==> config.mk <==
export PLATFORM = sky130hd
export DESIGN_NAME = rgb_matrix_scanner
export DESIGN_NICKNAME = d
export VERILOG_FILES = /design/src/rtl/matrix_pkg.sv /design/src/rtl/rgb_matrix_scanner_frame_bank.sv /design/src/rtl/rgb_matrix_scanner.sv
export SDC_FILE = /design/constraint.sdc
export NUM_CORES = 1
export LEC_CHECK = 0
export ABC_AREA = 1
export BUFFER_PORTS_ARGS = -buffer_cell sky130_fd_sc_hd__buf_2
export CAP_MARGIN = 10
export CELL_PAD_IN_SITES_DETAIL_PLACEMENT = 2
export CELL_PAD_IN_SITES_GLOBAL_PLACEMENT = 2
export CORE_UTILIZATION = 38
export CTS_CLUSTER_SIZE = 12
export DETAILED_ROUTE_END_ITERATION = 6
export PLACE_DENSITY_LB_ADDON = 0.1
export SETUP_SLACK_MARGIN = 0.4
export SYNTH_ARGS = -nofsm -noshare
export SYNTH_HDL_FRONTEND = slang
export SYNTH_SLANG_ARGS = --single-unit
==> constraint.sdc <==
create_clock -name CLK -period 2.75 [get_ports CLK]
set_input_delay 0.275 -clock CLK [delete_from_list [all_inputs] [get_ports CLK]]
set_output_delay 0.275 -clock CLK [all_outputs]
set_load 0.05 [all_outputs]
==> src/rtl/matrix_pkg.sv <==
// Shared types for the 8x8 RGB matrix display path.
// Pixel rows carry one bit per column for each colour.
package matrix_pkg;

    localparam int ROWS = 8;
    localparam int COLS = 8;

    typedef struct packed {
        logic [COLS-1:0] r;
        logic [COLS-1:0] g;
        logic [COLS-1:0] b;
    } pix_row_t;

    typedef enum logic [1:0] {
        IDLE,
        BLANK,
        SHOW
    } scan_state_t;

endpackage

==> src/rtl/rgb_matrix_scanner_frame_bank.sv <==
// Two-bank 8-row pixel store: one synchronous write port,
// one combinational read port.
module frame_bank
    import matrix_pkg::*;
(
    input  logic     clk_i,
    input  logic     rst_ni,
    input  logic     we_i,
    input  logic     wr_bank_i,
    input  logic [2:0] wr_row_i,
    input  pix_row_t wr_data_i,
    input  logic     rd_bank_i,
    input  logic [2:0] rd_row_i,
    output pix_row_t rd_data_o
);

    pix_row_t mem_q [2][ROWS];

    always_ff @(posedge clk_i or negedge rst_ni) begin
        if (!rst_ni) begin
            for (int bk = 0; bk < 2; bk++) begin
                for (int i = 0; i < ROWS; i++) begin
                    mem_q[bk][i] <= '0;
                end
            end
        end else if (we_i) begin
            mem_q[wr_bank_i][wr_row_i] <= wr_data_i;
        end
    end

    assign rd_data_o = mem_q[rd_bank_i][rd_row_i];

endmodule

==> src/rtl/rgb_matrix_scanner.sv <==
// Row scanner for the 8x8 RGB matrix: double-buffered frames,
// blanked dwell start, swaps only on frame boundaries.
module rgb_matrix_scanner
    import matrix_pkg::*;
#(
    parameter int TICK_DIV     = 1000,
    parameter int BLANK_CYCLES = 50
) (
    input  logic       CLK,
    input  logic       Clear_n,
    input  logic       enable,
    input  logic       wr_en,
    input  logic [2:0] wr_row,
    input  logic [7:0] wr_r,
    input  logic [7:0] wr_g,
    input  logic [7:0] wr_b,
    input  logic       swap_req,
    output logic       swap_ack,
    output logic       frame_start,
    output logic [7:0] DATA_R,
    output logic [7:0] DATA_G,
    output logic [7:0] DATA_B,
    output logic [2:0] S,
    output logic       COMM
);

    localparam int TW = $clog2(TICK_DIV);
    localparam logic [TW-1:0] TICK_LAST  = TW'(TICK_DIV - 1);
    localparam logic [TW-1:0] BLANK_LAST = TW'(BLANK_CYCLES - 1);

    scan_state_t   state_q, state_d;
    logic [TW-1:0] tick_q, tick_d;
    logic [2:0]    row_q, row_d;
    logic          pend_q, pend_d;
    logic          sel_q, sel_d;
    logic          do_swap;
    logic          end_row;
    logic [7:0]    r_q, g_q, b_q;
    logic [2:0]    s_q;
    logic          ack_q, fs_q;
    pix_row_t      rd_data;
    pix_row_t      wr_data;

    assign wr_data = '{r: wr_r, g: wr_g, b: wr_b};

    // Back bank is always the one not selected before this edge.
    frame_bank u_bank (
        .clk_i     (CLK),
        .rst_ni    (Clear_n),
        .we_i      (wr_en),
        .wr_bank_i (~sel_q),
        .wr_row_i  (wr_row),
        .wr_data_i (wr_data),
        .rd_bank_i (sel_d),
        .rd_row_i  (row_d),
        .rd_data_o (rd_data)
    );

    always_comb begin
        state_d = state_q;
        tick_d  = tick_q;
        row_d   = row_q;
        end_row = (state_q == SHOW) && (tick_q == TICK_LAST);
        do_swap = pend_q &&
                  ((end_row && row_q == 3'd7) || state_q == IDLE);
        sel_d   = sel_q ^ do_swap;
        pend_d  = (pend_q & ~do_swap) | swap_req;
        if (!enable) begin
            state_d = IDLE;
            tick_d  = '0;
            row_d   = '0;
        end else begin
            unique case (state_q)
                IDLE: begin
                    state_d = BLANK;
                    tick_d  = '0;
                    row_d   = '0;
                end
                BLANK: begin
                    tick_d = tick_q + 1'b1;
                    if (tick_q == BLANK_LAST) state_d = SHOW;
                end
                SHOW: begin
                    if (end_row) begin
                        tick_d  = '0;
                        row_d   = row_q + 3'd1;
                        state_d = BLANK;
                    end else begin
                        tick_d = tick_q + 1'b1;
                    end
                end
                default: begin
                    state_d = IDLE;
                    tick_d  = '0;
                    row_d   = '0;
                end
            endcase
        end
    end

    // Pins are loaded from next-state so they track the scan state exactly.
    always_ff @(posedge CLK or negedge Clear_n) begin
        if (!Clear_n) begin
            state_q <= IDLE;
            tick_q  <= '0;
            row_q   <= '0;
            pend_q  <= 1'b0;
            sel_q   <= 1'b0;
            r_q     <= 8'hFF;
            g_q     <= 8'hFF;
            b_q     <= 8'hFF;
            s_q     <= '0;
            ack_q   <= 1'b0;
            fs_q    <= 1'b0;
        end else begin
            state_q <= state_d;
            tick_q  <= tick_d;
            row_q   <= row_d;
            pend_q  <= pend_d;
            sel_q   <= sel_d;
            r_q     <= (state_d == SHOW) ? ~rd_data.r : 8'hFF;
            g_q     <= (state_d == SHOW) ? ~rd_data.g : 8'hFF;
            b_q     <= (state_d == SHOW) ? ~rd_data.b : 8'hFF;
            s_q     <= row_d;
            ack_q   <= do_swap;
            fs_q    <= (state_d == BLANK) && (state_q != BLANK) &&
                       (row_d == 3'd0);
        end
    end

    assign DATA_R      = r_q;
    assign DATA_G      = g_q;
    assign DATA_B      = b_q;
    assign S           = s_q;
    assign swap_ack    = ack_q;
    assign frame_start = fs_q;
    assign COMM        = 1'b1;

endmodule
==> flow_metrics.py <==
metrics = {
    "timing": {
        "finalClockSkew_ns": 0.04103,
        "hold_viol": 0,
        "drv_slew": 0,
        "holdWs_ns": 0.1037,
        "setup_viol": 0,
        "timing.final.crit_period_ns": 2.645,
        "tightest_slew_ns": 0.7229,
        "rsz0062_at_grt": "yes",
        "slew_headroom_pct": 51.75,
        "clock.fmax_mhz": 378.1,
        "period_share_pct": 96.16,
    },
    "cells_and_area": {
        "final_area_um2": 24190,
        "fin_nets": 2523,
        "final-instance-count-excl-fill": 3198,
        "layout_common_cells": "nand2_1 (668), dfrtp_1 (403), nand3_1 (336)",
        "drive_gt1_share_pct": 16.20,
        "final_common_cell": "nand2_1",
        "syn_to_final_growth_pct": 24.54,
        "final_core_util_pct": 48.11,
    },
    "logic_synthesis": {
        "muxShareOfSynthArea_pct": 0,
        "synth_top_area_cell": "dfrtp_1",
        "synthesis.area_um2": 19420,
        "yosys.area.top_type_share_pct": 51.93,
        "synthTopCellsByArea": "dfrtp_1 (52%), nand2_1 (13%), nand3_1 (9.5%), o21ai_0 (7.4%), dfstp_2 (3.2%)",
        "synth_top_family_by_area": "simple AND/OR/NAND/NOR gates",
        "synth-xor-area-share_pct": 0.1353,
        "synth_cell_type_count": 35,
        "synth-seq-area-share_pct": 55.17,
        "synthSimpleGateAreaFrac_pct": 26.68,
        "synth_compound_area_share_pct": 10.82,
        "syn-num-nets": 2426,
        "synth-adder-area-share_pct": 0.5154,
        "yosysWarnings": 0,
        "synth-seq-cells": 427,
        "synth_area_per_cell_um2": 8.140,
        "syn_inst": 2386,
    },
    "global_route": {
        "grt_pass1_vias": 20030,
        "grt_max_degree": 99,
        "antenna_found_initial": 4,
        "track_usage_pct": 30.71,
        "grt_overflow": 0,
        "grt_pass1_wl_mm": 121.9,
    },
    "clocking": {
        "clock_latency_ns": 0.63,
        "cts_max_path_buffers": 3,
        "root_buffer": "clkbuf_16",
        "cts_sinks": 427,
        "clk_pin_slew_ns": 0.06,
        "cts_buffers": 50,
        "cts_tree": "done",
        "htreeDepth": 2,
    },
    "critical_path": {
        "worstPathCellList": "ha_2 > nand2_2 > inv_2 > nand2_2 > nor2_4 > nand4_4 > nand2_8 > nand3_4 > buf_12 > nand2_8 > buf_4 > nand2_1 > nand3_1 > nand3_1 > nand2_1 > nor2_2 > nand2_1",
        "critPathArrivalTime_ns": 3.19,
        "timing.rr.end": "DATA_G[5]",
        "cp_slowest_cell": "dfrtp_1",
        "end_kind": "flop",
        "path_buf_inv": 3,
        "worstSetupStartpointType": "flop",
        "criticalPathCategory": "reg2reg",
        "crit_fanout": 5,
        "r2r_setup_slack_ns": 0.11,
        "rr_startpoint": "tick_q[1]",
        "required_ns": 3.29,
        "critical_path.max_stage_delay_ns": 0.37,
        "ff2ff_path_depth": 17,
        "crit_path_frequent_cell": "nand2_1",
        "crit_family": "simple AND/OR/NAND/NOR gates",
    },
    "run": {
        "drv_cap": 0,
    },
    "route": {
        "drtIter0Drc": 1278,
        "wl_per_cell_um": 26.75,
        "vias_per_cell": 5.716,
        "wl_mm": 85.55,
        "antenna_left": 0,
        "route.detailed.drc": 0,
        "via_count": 18280,
        "dr.pass1.iters": 7,
    },
    "placed_design": {
        "dpl_cell_area_um2": 20740,
        "place.gp.congestion": 0.8012,
        "port_buffers": 60,
        "place_inst": 3011,
        "dp_hpwl_mm": 44.90,
    },
    "floorplanning": {
        "start_util_pct": 38.63,
        "num_rows": 82,
        "core-area_um2": 50270,
        "die_area_um2": 52020,
        "ioPinCount": 62,
        "die_y_um": 228.1,
        "die_x_um": 228.1,
    },
    "pwr": {
        "power_density_nw_per_um2": 966.1,
        "vdd_drop_max_uv": 648.2,
        "totalPowerFinal_w": 0.02337,
        "cellLeakagePower_nw": 11.04,
    },
    "run_status": {
        "outcome": "complete, no violations",
    },
    "hold_path": {
        "min_to": "frame_start",
        "hp-start": "enable",
        "holdPathStages": 5,
        "hold_path_class": "in2reg",
    },
}
==> layout make-up <==
class,count,area (µm²)
diodes,1,2.502
clock buffers,83,1509
clock inverters,11,80.08
fillers,5390,26090
inverters,120,464.2
multi-input cells,1658,7900
flip-flops and latches,427,10720
well taps,672,840.8
repair buffers,226,2675
==> per-layer routing <==
metal / GRT usage (%) / part of all wire [%] / vias up / wire length [µm]
met4: 10.32 / 4.2 / 4 / 3594
met3: 4.200 / 5.0 / 212 / 4253
met1: 39.72 / 42 / 9596 / 35980
li1: - / - / 7971 / -
met5: 0 / 0.026 / - / 22
met2: 52.83 / 49 / 496 / 41700
==> power breakdown <==
part / switching [W] / internal, W / total [W]
sequential: 0.00142 / 0.00857 / 0.00998
clock: 0.00282 / 0.00382 / 0.00664
combinational: 0.00405 / 0.00270 / 0.00675
==> kinds of logic (layout without fill, tap and decap cells) <==
family | after synthesis | in the layout
compound gates | 413 | 413
xor+xnor | 3 | 3
fa+ha+maj | 8 | 8
buf+inv | 305 | 440
flops | 427 | 427
other cells | 1 | 2
simple gates | 1229 | 1233
==> worst max path at each step <==
stage	startpoint	end	slack, ns	depth (start not counted)
after floorplan	S[0]	DATA_G[0]	0.58	14
after detailed placement	tick_q[0]	DATA_R[1]	0.06	13
after CTS	tick_q[1]	DATA_R[1]	0.36	16
after global placement	tick_q[0]	DATA_R[1]	0.10	13
after global routing	tick_q[1]	DATA_G[5]	-0.0004	17
final	tick_q[1]	DATA_G[5]	0.11	17
==> metrics by stage <==
stage                     setup slack (ns)  setup TNS, ns
after floorplan                     0.5844              0
after global placement              0.1007              0
after detailed placement           0.06027              0
after CTS                           0.3612              0
after global routing            -0.0004066     -0.0004066
final                               0.1055              0
==> flip-flops by register name (all words and copies together) (netlist names) <==
signal	count
swap_ack	1
DATA_B	8
S	3
frame_start	1
DATA_G	8
tick_q	10
pend_q	1
state_q	2
sel_q	1
DATA_R	8
u_bank.mem_q	384
==> worst register-to-register path, cell delays in order, from the launching register on <==
cell and delay (ns):
dfrtp_1 0.37, ha_2 0.22, nand2_2 0.07, inv_2 0.07, nand2_2 0.06, nor2_4 0.16
nand4_4 0.14, nand2_8 0.14, nand3_4 0.19, buf_12 0.23, nand2_8 0.13, buf_4 0.16
nand2_1 0.05, nand3_1 0.18, nand3_1 0.15, nand2_1 0.14, nor2_2 0.05, nand2_1 0.06
==> synthesized netlist by cell type, drive strengths merged <==
library cell,number
buf,75
conb,1
ha,8
o211ai,1
nor2,143
nor4,2
o21a,1
xnor2,2
clkbuf,110
inv,120
nor3,9
o21ai,291
dfstp,24
nand4,3
nand3,370
a21oi,118
nand2,701
a31o,1
nor3b,1
o21bai,1
dfrtp,403
xor2,1
==> timing repair <==
item / in CTS / in global routing
gates resized for setup: 46 / 83
hold buffers: 14 / 0
setup buffers: 31 / 20
endpoints found under the hold margin: 86 / 0
pin swaps: 9 / 33
cloned: 11 / 16
endpoints found under the setup margin: 25 / 51
Power figures use the tool's default switching activity.
